==> config.mk <==
export PLATFORM = sky130hd
export DESIGN_NAME = bus_regfile
export DESIGN_NICKNAME = d
export VERILOG_FILES = /design/src/rtl/bus_pkg.sv /design/src/rtl/bus_regfile_imm_format.sv /design/src/rtl/bus_regfile.sv
export SDC_FILE = /design/constraint.sdc
export NUM_CORES = 1
export LEC_CHECK = 0
export CAP_MARGIN = 20
export CORE_MARGIN = 10
export CORE_UTILIZATION = 50
export DETAILED_ROUTE_END_ITERATION = 16
export PLACE_DENSITY_LB_ADDON = 0.25
export SLEW_MARGIN = 5
export SYNTH_ARGS = -nofsm -noshare
export SYNTH_HDL_FRONTEND = slang
export SYNTH_HIERARCHICAL = 1
export SYNTH_SLANG_ARGS = --single-unit
==> constraint.sdc <==
create_clock -name clk -period 6.4 [get_ports clk]
set_input_delay 1.28 -clock clk [delete_from_list [all_inputs] [get_ports clk]]
set_output_delay 1.28 -clock clk [all_outputs]
set_load 0.02 [all_outputs]
==> src/rtl/bus_pkg.sv <==
`default_nettype none
// ============================================================================
// Module      : bus_pkg
// Description : Shared definitions for the processor bus register file.
//               Bus source codes are laid out as NREGS general registers
//               followed by four special sources. The constants below are
//               offsets from NREGS. The package also holds the immediate
//               format enum and the source-select width derivation.
// Revision    : 1.0 - initial release
// ============================================================================
package bus_pkg;

   // Special source codes, as offsets above the last general register
   localparam int C_SRC_G_OFS       = 0;   // G accumulator
   localparam int C_SRC_D_OFS       = 1;   // zero-extended immediate
   localparam int C_SRC_DT_OFS      = 2;   // low half of IR moved to top half
   localparam int C_SRC_DS_OFS      = 3;   // sign-extended immediate
   localparam int C_SRC_SPECIAL_CNT = 4;

   // Immediate formats produced from the instruction register
   typedef enum logic [1:0] {
      IMM_D  = 2'd0,
      IMM_DT = 2'd1,
      IMM_DS = 2'd2
   } imm_fmt_e;

   // Width of a source select that can encode every register and special code
   function automatic int sel_width(input int nregs);
      return $clog2(nregs + C_SRC_SPECIAL_CNT);
   endfunction

endpackage : bus_pkg
`default_nettype wire

==> src/rtl/bus_regfile_imm_format.sv <==
`default_nettype none
// ============================================================================
// Module      : imm_format
// Description : Combinational immediate generator. Builds one of the three
//               IR-derived bus operands:
//                 D  : ir[IMMW-1:0] zero-extended to WIDTH
//                 DT : {ir[WIDTH/2-1:0], WIDTH/2 zeros}
//                 DS : ir[IMMW-1:0] sign-extended to WIDTH
// Ports       : i_fmt - format select (imm_fmt_e)
//               i_ir  - instruction register contents
//               o_imm - formatted immediate
// Revision    : 1.0 - initial release
// ============================================================================
module imm_format
   import bus_pkg::*;
#(
   parameter int WIDTH = 16,
   parameter int IMMW  = 9
) (
   input  imm_fmt_e         i_fmt,
   input  logic [WIDTH-1:0] i_ir,
   output logic [WIDTH-1:0] o_imm
);

   if (IMMW > WIDTH) begin : g_bad_immw
      $error("imm_format: IMMW must not exceed WIDTH");
   end
   if ((WIDTH % 2) != 0) begin : g_bad_width
      $error("imm_format: WIDTH must be even");
   end

   // Depending on IMMW, some IR bits feed none of the formats
   logic w_unused_ir;
   assign w_unused_ir = ^i_ir;

   always_comb begin
      o_imm = '0;
      case (i_fmt)
         IMM_D: begin
            // Field assignment keeps IMMW == WIDTH legal (no zero-width pad)
            o_imm[IMMW-1:0] = i_ir[IMMW-1:0];
         end
         IMM_DT: begin
            o_imm = {i_ir[WIDTH/2-1:0], {(WIDTH/2){1'b0}}};
         end
         IMM_DS: begin
            o_imm           = {WIDTH{i_ir[IMMW-1]}};
            o_imm[IMMW-1:0] = i_ir[IMMW-1:0];
         end
         default: o_imm = '0;
      endcase
   end

endmodule : imm_format
`default_nettype wire

==> src/rtl/bus_regfile.sv <==
`default_nettype none
// ============================================================================
// Module      : bus_regfile
// Description : NREGS-entry register file with a registered multi-source
//               processor bus. One cycle after a valid request, o_bus_out
//               holds the selected register, G, or an IR immediate. A write
//               stores the current o_bus_out into register i_wr_sel.
// Ports       : clk, rst      - clock, asynchronous active-high reset
//               i_src_valid   - bus transfer request
//               i_src_sel     - source code (regs, G, D, DT, DS)
//               i_wr_en       - write o_bus_out into register i_wr_sel
//               i_wr_sel      - destination register index
//               i_ir_in       - instruction register
//               i_g_in        - G accumulator
//               i_err_clr     - clear o_sel_err
//               o_bus_out     - registered bus value
//               o_bus_valid   - o_bus_out loaded by the previous transfer
//               o_sel_err     - sticky invalid-source flag
// Revision    : 1.0 - initial release
// ============================================================================
module bus_regfile
   import bus_pkg::*;
#(
   parameter int WIDTH = 16,
   parameter int NREGS = 8,
   parameter int IMMW  = 9,
   parameter int SELW  = sel_width(NREGS)
) (
   input  logic                     clk,
   input  logic                     rst,
   input  logic                     i_src_valid,
   input  logic [SELW-1:0]          i_src_sel,
   input  logic                     i_wr_en,
   input  logic [$clog2(NREGS)-1:0] i_wr_sel,
   input  logic [WIDTH-1:0]         i_ir_in,
   input  logic [WIDTH-1:0]         i_g_in,
   input  logic                     i_err_clr,
   output logic [WIDTH-1:0]         o_bus_out,
   output logic                     o_bus_valid,
   output logic                     o_sel_err
);

   localparam int RIDXW = $clog2(NREGS);

   if (NREGS < 2) begin : g_bad_nregs
      $error("bus_regfile: NREGS must be at least 2");
   end

   // Source codes at select width; SELW always has room for NREGS+3
   localparam logic [SELW-1:0]  C_SEL_NREGS = SELW'(NREGS);
   localparam logic [SELW-1:0]  C_SEL_G     = SELW'(NREGS + C_SRC_G_OFS);
   localparam logic [SELW-1:0]  C_SEL_D     = SELW'(NREGS + C_SRC_D_OFS);
   localparam logic [SELW-1:0]  C_SEL_DT    = SELW'(NREGS + C_SRC_DT_OFS);
   localparam logic [SELW-1:0]  C_SEL_DS    = SELW'(NREGS + C_SRC_DS_OFS);
   // One extra bit so the bound is representable when NREGS is a power of 2
   localparam logic [RIDXW:0]   C_WR_LIMIT  = NREGS[RIDXW:0];

   logic [WIDTH-1:0] r_regs [NREGS];
   logic [WIDTH-1:0] r_bus;
   logic             r_bus_valid;
   logic             r_sel_err;

   logic [RIDXW-1:0] w_rd_idx;
   logic             w_is_reg;
   logic             w_wr_ok;
   logic             w_bypass;
   logic             w_code_ok;
   logic             w_xfer;
   logic             w_bad_req;
   imm_fmt_e         w_fmt;
   logic [WIDTH-1:0] w_imm;
   logic [WIDTH-1:0] w_src;

   assign w_rd_idx = i_src_sel[RIDXW-1:0];
   assign w_is_reg = (i_src_sel < C_SEL_NREGS);
   // Out-of-range write indices are silently dropped
   assign w_wr_ok  = ({1'b0, i_wr_sel} < C_WR_LIMIT);

   // A read of the register being written this cycle sees the written data,
   // which is the current bus value
   assign w_bypass = i_wr_en && w_wr_ok && w_is_reg && (i_wr_sel == w_rd_idx);

   always_comb begin
      w_fmt = IMM_D;
      if (i_src_sel == C_SEL_DT) begin
         w_fmt = IMM_DT;
      end else if (i_src_sel == C_SEL_DS) begin
         w_fmt = IMM_DS;
      end
   end

   imm_format #(
      .WIDTH (WIDTH),
      .IMMW  (IMMW)
   ) u_imm_format (
      .i_fmt (w_fmt),
      .i_ir  (i_ir_in),
      .o_imm (w_imm)
   );

   // Source mux; w_code_ok drops for codes above DS
   always_comb begin
      w_src     = '0;
      w_code_ok = 1'b1;
      if (w_is_reg) begin
         w_src = w_bypass ? r_bus : r_regs[w_rd_idx];
      end else if (i_src_sel == C_SEL_G) begin
         w_src = i_g_in;
      end else if ((i_src_sel == C_SEL_D) || (i_src_sel == C_SEL_DT) ||
                   (i_src_sel == C_SEL_DS)) begin
         w_src = w_imm;
      end else begin
         w_code_ok = 1'b0;
      end
   end

   assign w_xfer    = i_src_valid &&  w_code_ok;
   assign w_bad_req = i_src_valid && !w_code_ok;

   always_ff @(posedge clk or posedge rst) begin
      if (rst) begin
         for (int k = 0; k < NREGS; k++) begin
            r_regs[k] <= '0;
         end
         r_bus       <= '0;
         r_bus_valid <= 1'b0;
         r_sel_err   <= 1'b0;
      end else begin
         if (i_wr_en && w_wr_ok) begin
            r_regs[i_wr_sel] <= r_bus;
         end
         r_bus_valid <= w_xfer;
         if (w_xfer) begin
            r_bus <= w_src;
         end
         // Setting has priority over clearing in the same cycle
         if (w_bad_req) begin
            r_sel_err <= 1'b1;
         end else if (i_err_clr) begin
            r_sel_err <= 1'b0;
         end
      end
   end

   assign o_bus_out   = r_bus;
   assign o_bus_valid = r_bus_valid;
   assign o_sel_err   = r_sel_err;

endmodule : bus_regfile
`default_nettype wire

## Yosys cells after proc, flatten, opt, wreduce, memory -nomap -nowiden

Index checks and enable logic that the tools add are counted.

| word-level totals | value |
|---|---|
| input port bits | 44 |
| output and inout port bits | 18 |
| register bits after elaboration | 146 |
| logic and storage cells | 56 |

| cells by class | value |
|---|---|
| equal/unequal tests | 8 |
| bitwise gates (word level) | 2 |
| multiplexer cells | 19 |
| reductions and logical operators | 12 |
| $lt $le $gt $ge | 4 |

Operator list:

| cell | count |
|---|---|
| 128-bit bitwise mux | 1 |
| 16-bit 2-to-1 mux | 7 |
| 16-bit binary-select mux with 3-bit select | 1 |
| 16-bit demux with 3-bit select | 1 |
| 9-bit one-hot mux with 2 select lines | 1 |
| 4-bit == test, second input constant | 4 |
| 7-bit one-hot mux with 2 select lines | 1 |
| 4-bit greater-or-equal comparator, second input constant | 2 |
| 3-bit NOT with 4-bit output | 2 |
| 1-bit logical AND | 5 |
| 1-bit 2-to-1 mux | 5 |
| 4-bit by 1-bit less-than comparator with 1-bit output, second input constant | 1 |
| 4-bit less-than comparator, second input constant | 1 |
| 2-bit 2-to-1 mux | 2 |
| 3-bit == test | 1 |
| 2-bit by 1-bit == test with 1-bit output, second input constant | 1 |
| 2-bit == test, second input constant | 1 |
| 2-bit logical NOT | 1 |
| 1-bit logical OR | 2 |
| 2-bit inequality test, second input constant | 1 |
| 2-bit AND reduction | 1 |
| 2-bit nonzero test | 1 |
| 2-bit OR reduction | 1 |
| 1-bit logical NOT | 1 |

## Logic depth before layout (Yosys ltp)

| depth | value |
|---|---|
| depth after elaboration | 9 |
| mapped depth | 13 |
| gate-level depth less buffers | 9 |

## By module

The synthesis kept the hierarchy.

By module, submodules not included:

| module | times used | cells an instance | area an instance (um^2) |
|---|---|---|---|
| bus_regfile | 1 | 481 | 6936.7 |
| imm_format | 1 | 34 | 230.2 |

## Least setup slack after synthesis

No wires, ideal clock.

| timing path | value |
|---|---|
| path kind | input-to-reg |
| from | input i_src_sel[3] |
| to | register r_bus[12], in the netlist o_bus_out[12] |
| stages | 10 |
| arrival | 3.425 ns |
| buffers on the path | 2 |
| slack | 2.910 ns |
| required time | 6.335 ns |
| cells stage by stage | clkbuf_1 nor2b_1 clkbuf_1 and2_1 inv_1 ha_1 a21boi_0 mux2i_1 a2111oi_0 mux2_4 |

| on the way | value |
|---|---|
| longest elaborated chain between the ends | 8 |
| elaborated cells between the ends (all ways) | 23 |

Ends and longest elaborated chain:

| what | RTL line | RTL |
|---|---|---|
| start: declaration | bus_regfile.sv:32 | `input logic [SELW-1:0] i_src_sel,` |
| 4-bit == test | bus_regfile.sv:87 | `end else if (i_src_sel == C_SEL_DS) begin` |
| 2-bit 2-to-1 mux | bus_regfile.sv:87 |  |
| 2-bit 2-to-1 mux * | bus_regfile.sv:85 | `if (i_src_sel == C_SEL_DT) begin` |
| net w_fmt[1] | bus_regfile.sv:70 | `imm_fmt_e w_fmt;` |
| 2-bit == test / 2-bit by 1-bit == test with 1-bit output (equally long branches) | bus_regfile_imm_format.sv:38 | `case (i_fmt)` |
| 7-bit one-hot mux with 2 select lines * | bus_regfile_imm_format.sv:38 |  |
| net w_imm[12] | bus_regfile.sv:71 | `logic [WIDTH-1:0] w_imm;` |
| 16-bit 2-to-1 mux * | bus_regfile.sv:109 | `end else if ((i_src_sel == C_SEL_D) \|\| (i_src_sel == C_SEL_DT) \|\|` |
| 16-bit 2-to-1 mux * | bus_regfile.sv:107 | `end else if (i_src_sel == C_SEL_G) begin` |
| 16-bit 2-to-1 mux * | bus_regfile.sv:105 | `if (w_is_reg) begin` |
| end signal: assignment | bus_regfile.sv:134 | `r_bus <= w_src;` |
| end: declaration | bus_regfile.sv:59 | `logic [WIDTH-1:0] r_bus;` |

Mark *: on every way through the listed nets, which the timed path passes. The rest lies on a longest branch.
A chain may end at the register's enable or synchronous reset.

## Worst setup path in the final report

| timing path | value |
|---|---|
| from | input i_src_sel[0] |
| to | register r_bus[12], in the netlist o_bus_out[12] |

The elaborated chain is that of the path after synthesis.

==> summary.md <==
| Metric | Value |
|---|---|
| Placed Instances | `727` |
| Setup Crit Path Kind | `in -> reg` |
| Layout area overhead | `16.0%` |
| Chip width | `140 um` |
| Crit Path Max Fanout | `33` |
| GRT Util Overall | `about 18%` |
| CP endpoint kind | `flop` |
| Clock buffer depth | `2` |
| Final WL | `17100 um` |
| Initial Util | `about half` |
| 1st-iter DRT viols | `~280` |
| PostCTS Resize Cnt | `0` |
| Post-synth cell types | `44` |
| Skew-Pair Late Insertion Delay | `0.42 ns` |
| N_diodes | `0` |
| Pwr dens | `341 nW/um^2` |
| Hold WC Path Type | `reg -> reg` |
| Synthesis Warnings | `6` |
| Num ports | `62` |
| CP startpoint kind | `input pin` |
| Worst setup path start | `i_src_sel[0]` |
| FP Rows | `between 40 and 50` |
| Post-route insts no fill | `757` |
| Core Area | `14000 sq um` |
| Die Span Y | `140 um` |
| Post-route ant nets | `0` |
| Syn_nets | `563` |
| Crit path buf inv count | `3` |
| Max-Cap Viols | `0` |
| FF-to-FF Start | `r_regs[12]$_DFFE_PP0P_` |
| Final hold violations | `0` |
| Pre-antenna DRT Iters | `5` |
| Status | `completed` |
| Area of the multi-input gates | `3250 sq um` |
| Mean post-synth cell area | `13.9 sq um` |
| CP max-delay cell | `and2_1` |
| Crit-path leading delay family | `simple AND/OR/NAND/NOR gates` |
| Setup repair bufs after CTS | `0` |
| RSZ-0062 raised after global routing | `no` |
| CP max stage delay | `0.66 ns` |
| Post-synthesis sequential area ratio | `51.0%` |
| Setup TNS | `0 ns` |
| GR Overflow Total | `0` |
| CTS tree | `done` |
| Cells on worst reg2reg path | `4` |
| Worst reg2reg endpoint | `o_bus_out[12]$_DFFE_PP0P_` |
| Max-slew violations | `0` |
| Final Critical Period | `3.91 ns` |
| Final setup viols | `0` |
| Port buffer count | `54` |
| Fraction of layout instances using a drive strength above 1 | `a little over a third` |
| Root Buffer | `clkbuf_16` |
| Placed Instance Area | `7790 sq um` |
| Worst Path Arrival | `about 4.3 ns` |
| Final Cycle Share | `61.0%` |
| Commonest non-fill, non-tap cells in the layout | `dfrtp_1 (146), mux2_2 (130), clkdlybuf4s50_1 (51)` |
| Gpl congestion | `0.752` |
| Most Used Layer, Global Route | `met2` |
| Fillers | `1113` |
| Initial antenna violation count | `0` |
| M2 GR Usage | `29.7%` |
| Worst Setup EP | `o_bus_out[12]$_DFFE_PP0P_` |
| Met1 Use GR | `20.4%` |
| Avg WL per Cell | `22.6 um` |
| Number of global-route vias before repair | `4823` |
| Register area | `3650 sq um` |
| Post-synth top area share | `51.0%` |
| Top_reg_cell synth | `dfrtp_1` |
| Largest net degree at the start of global routing | `95` |
| Mapped cell area | `7170 sq um` |
| Commonest non-fill, non-tap cell in the layout | `dfrtp_1` |
| Reg clk slew, reported paths | `0.05 ns` |
| Design area | `8310 sq um` |
| Vias/cell | `5.90` |
| First-pass GRT wire length | `26800 um` |
| IR Drop Worst-Case VDD | `230 uV` |
| CTS Buf Count | `17` |
| Slew HR | `a little over a third` |
| FFs w/ async S/R, synth | `100%` |
| Routed via count | `~4500` |
| Hold Crit Depth | `1` |
| Final Skew | `0.00437 ns` |
| # hold bufs at CTS | `0` |
| CP cell instances | `buf_2, buf_4, and2_1, and2_1, inv_1, ha_1, a21boi_0, mux2i_1, a2111oi_0, mux2_4` |
| Post-Syn Instances | `515` |
| Fin nets | `615` |
| Htree depth | `4` |
| Post-synth top area cell | `dfrtp_1` |
| Worst slew pin tran | `~0.96 ns` |
| DPL Wire Length | `10200 um` |
| Clock Sinks | `146` |
| Static Leakage | `0.00352 uW` |
| Register-to-register setup slack | `just under 5 ns` |
| Synth area leaders | `dfrtp_1 (51%), mux2_2 (20%), mux4_2 (5.3%), mux2i_1 (3.4%), mux2_1 (1.6%)` |
| Met3 Usage GRT | `under 10%` |
| Peak Freq | `approximately 260 MHz` |
| Crit path required time | `about 6.8 ns` |
| Die area | `19500 sq um` |
| CP most frequent cell | `and2_1` |
| Crit path depth | `10` |
| # DRC | `0` |
| Number of synthesized register bits | `146` |
| EDFF count, synth | `0` |
==> where the power goes <==
part	leakage, uW	internal, uW	switching, uW
combinational	0.00150	373	226
sequential	0.00178	1200	171
clock	0.000245	505	352
total	0.00352	2080	750
==> registers in the layout (all words and copies together), names as in the netlist <==
name         flops
r_regs         128
o_bus_out       16
o_bus_valid      1
o_sel_err        1
==> cells by family after synthesis <==
family	share of synthesized area [%]
AND/OR/NAND/NOR	6.04
flip-flops	51.0
AO/OA/AOI/OAI	5.88
adder cells (fa/ha/maj)	0.698
buffers and inverters	3.61
XOR/XNOR	0.367
multiplexers	32.4
==> synthesized netlist by cell type, types with 2 or more instances <==
cell / instances
mux2_4: 3
a31oi_1: 13
o21ai_0: 10
inv_1: 5
nor2_1: 17
mux2_1: 10
a21boi_0: 10
o21ai_1: 6
xor2_1: 3
buf_4: 6
and3_1: 2
dfrtp_1: 146
buf_6: 6
mux4_1: 3
mux2i_1: 24
mux2_2: 130
a21oi_1: 2
nand4b_1: 3
a311o_1: 3
nand2_1: 26
a2111oi_0: 2
nor2b_1: 4
a221oi_1: 10
mux4_2: 17
nor3b_4: 2
clkbuf_1: 6
ha_1: 4
buf_2: 17
nor4_1: 2
and2_1: 9
==> stage by stage <==
| stage | hold WS, ns | power (uW) | setup WS (ns) | utilization (%) |
|---|---|---|---|---|
| finish | 0.479 | 2830 | 2.49 | 59.4 |
| global route | 0.500 | 2980 | 2.30 | 59.4 |
| detailed placement | 0.469 | 1990 | 2.11 | 55.7 |
| global placement | 0.462 | 1940 | 2.24 | 55.6 |
| CTS | 0.481 | 2850 | 2.53 | 59.3 |
| floorplan | 0.452 | 1800 | 1.20 | - |
==> how the worst min path moves through the flow <==
stage / endpoint / slack [ns] / from
floorplan: r_regs[48]$_DFFE_PP0P_ / 0.45 / r_regs[48]$_DFFE_PP0P_
detailed placement: r_regs[51]$_DFFE_PP0P_ / 0.47 / r_regs[51]$_DFFE_PP0P_
global route: r_regs[51]$_DFFE_PP0P_ / 0.50 / r_regs[51]$_DFFE_PP0P_
finish: r_regs[117]$_DFFE_PP0P_ / 0.48 / r_regs[117]$_DFFE_PP0P_
CTS: r_regs[51]$_DFFE_PP0P_ / 0.48 / r_regs[51]$_DFFE_PP0P_
global placement: r_regs[52]$_DFFE_PP0P_ / 0.46 / r_regs[52]$_DFFE_PP0P_
==> final cells by class <==
cell class | count | area share [%]
Inverter | 5 | 0.286
Clock inverter | 6 | 0.421
Clock buffer | 23 | 5.63
Tap cell | 180 | 2.71
Multi-Input combinational cell | 328 | 39.1
Sequential cell | 146 | 43.9
Timing Repair Buffer | 69 | 7.86
==> metal layers <==
| metal | up-vias | share of wire, % |
|---|---|---|
| met5 | - | 0 |
| met4 | 0 | 2.2 |
| met3 | 32 | 5.5 |
| met2 | 126 | 50 |
| met1 | 2300 | 42 |
| li1 | 2006 | - |
Power figures use the tool's default switching activity.
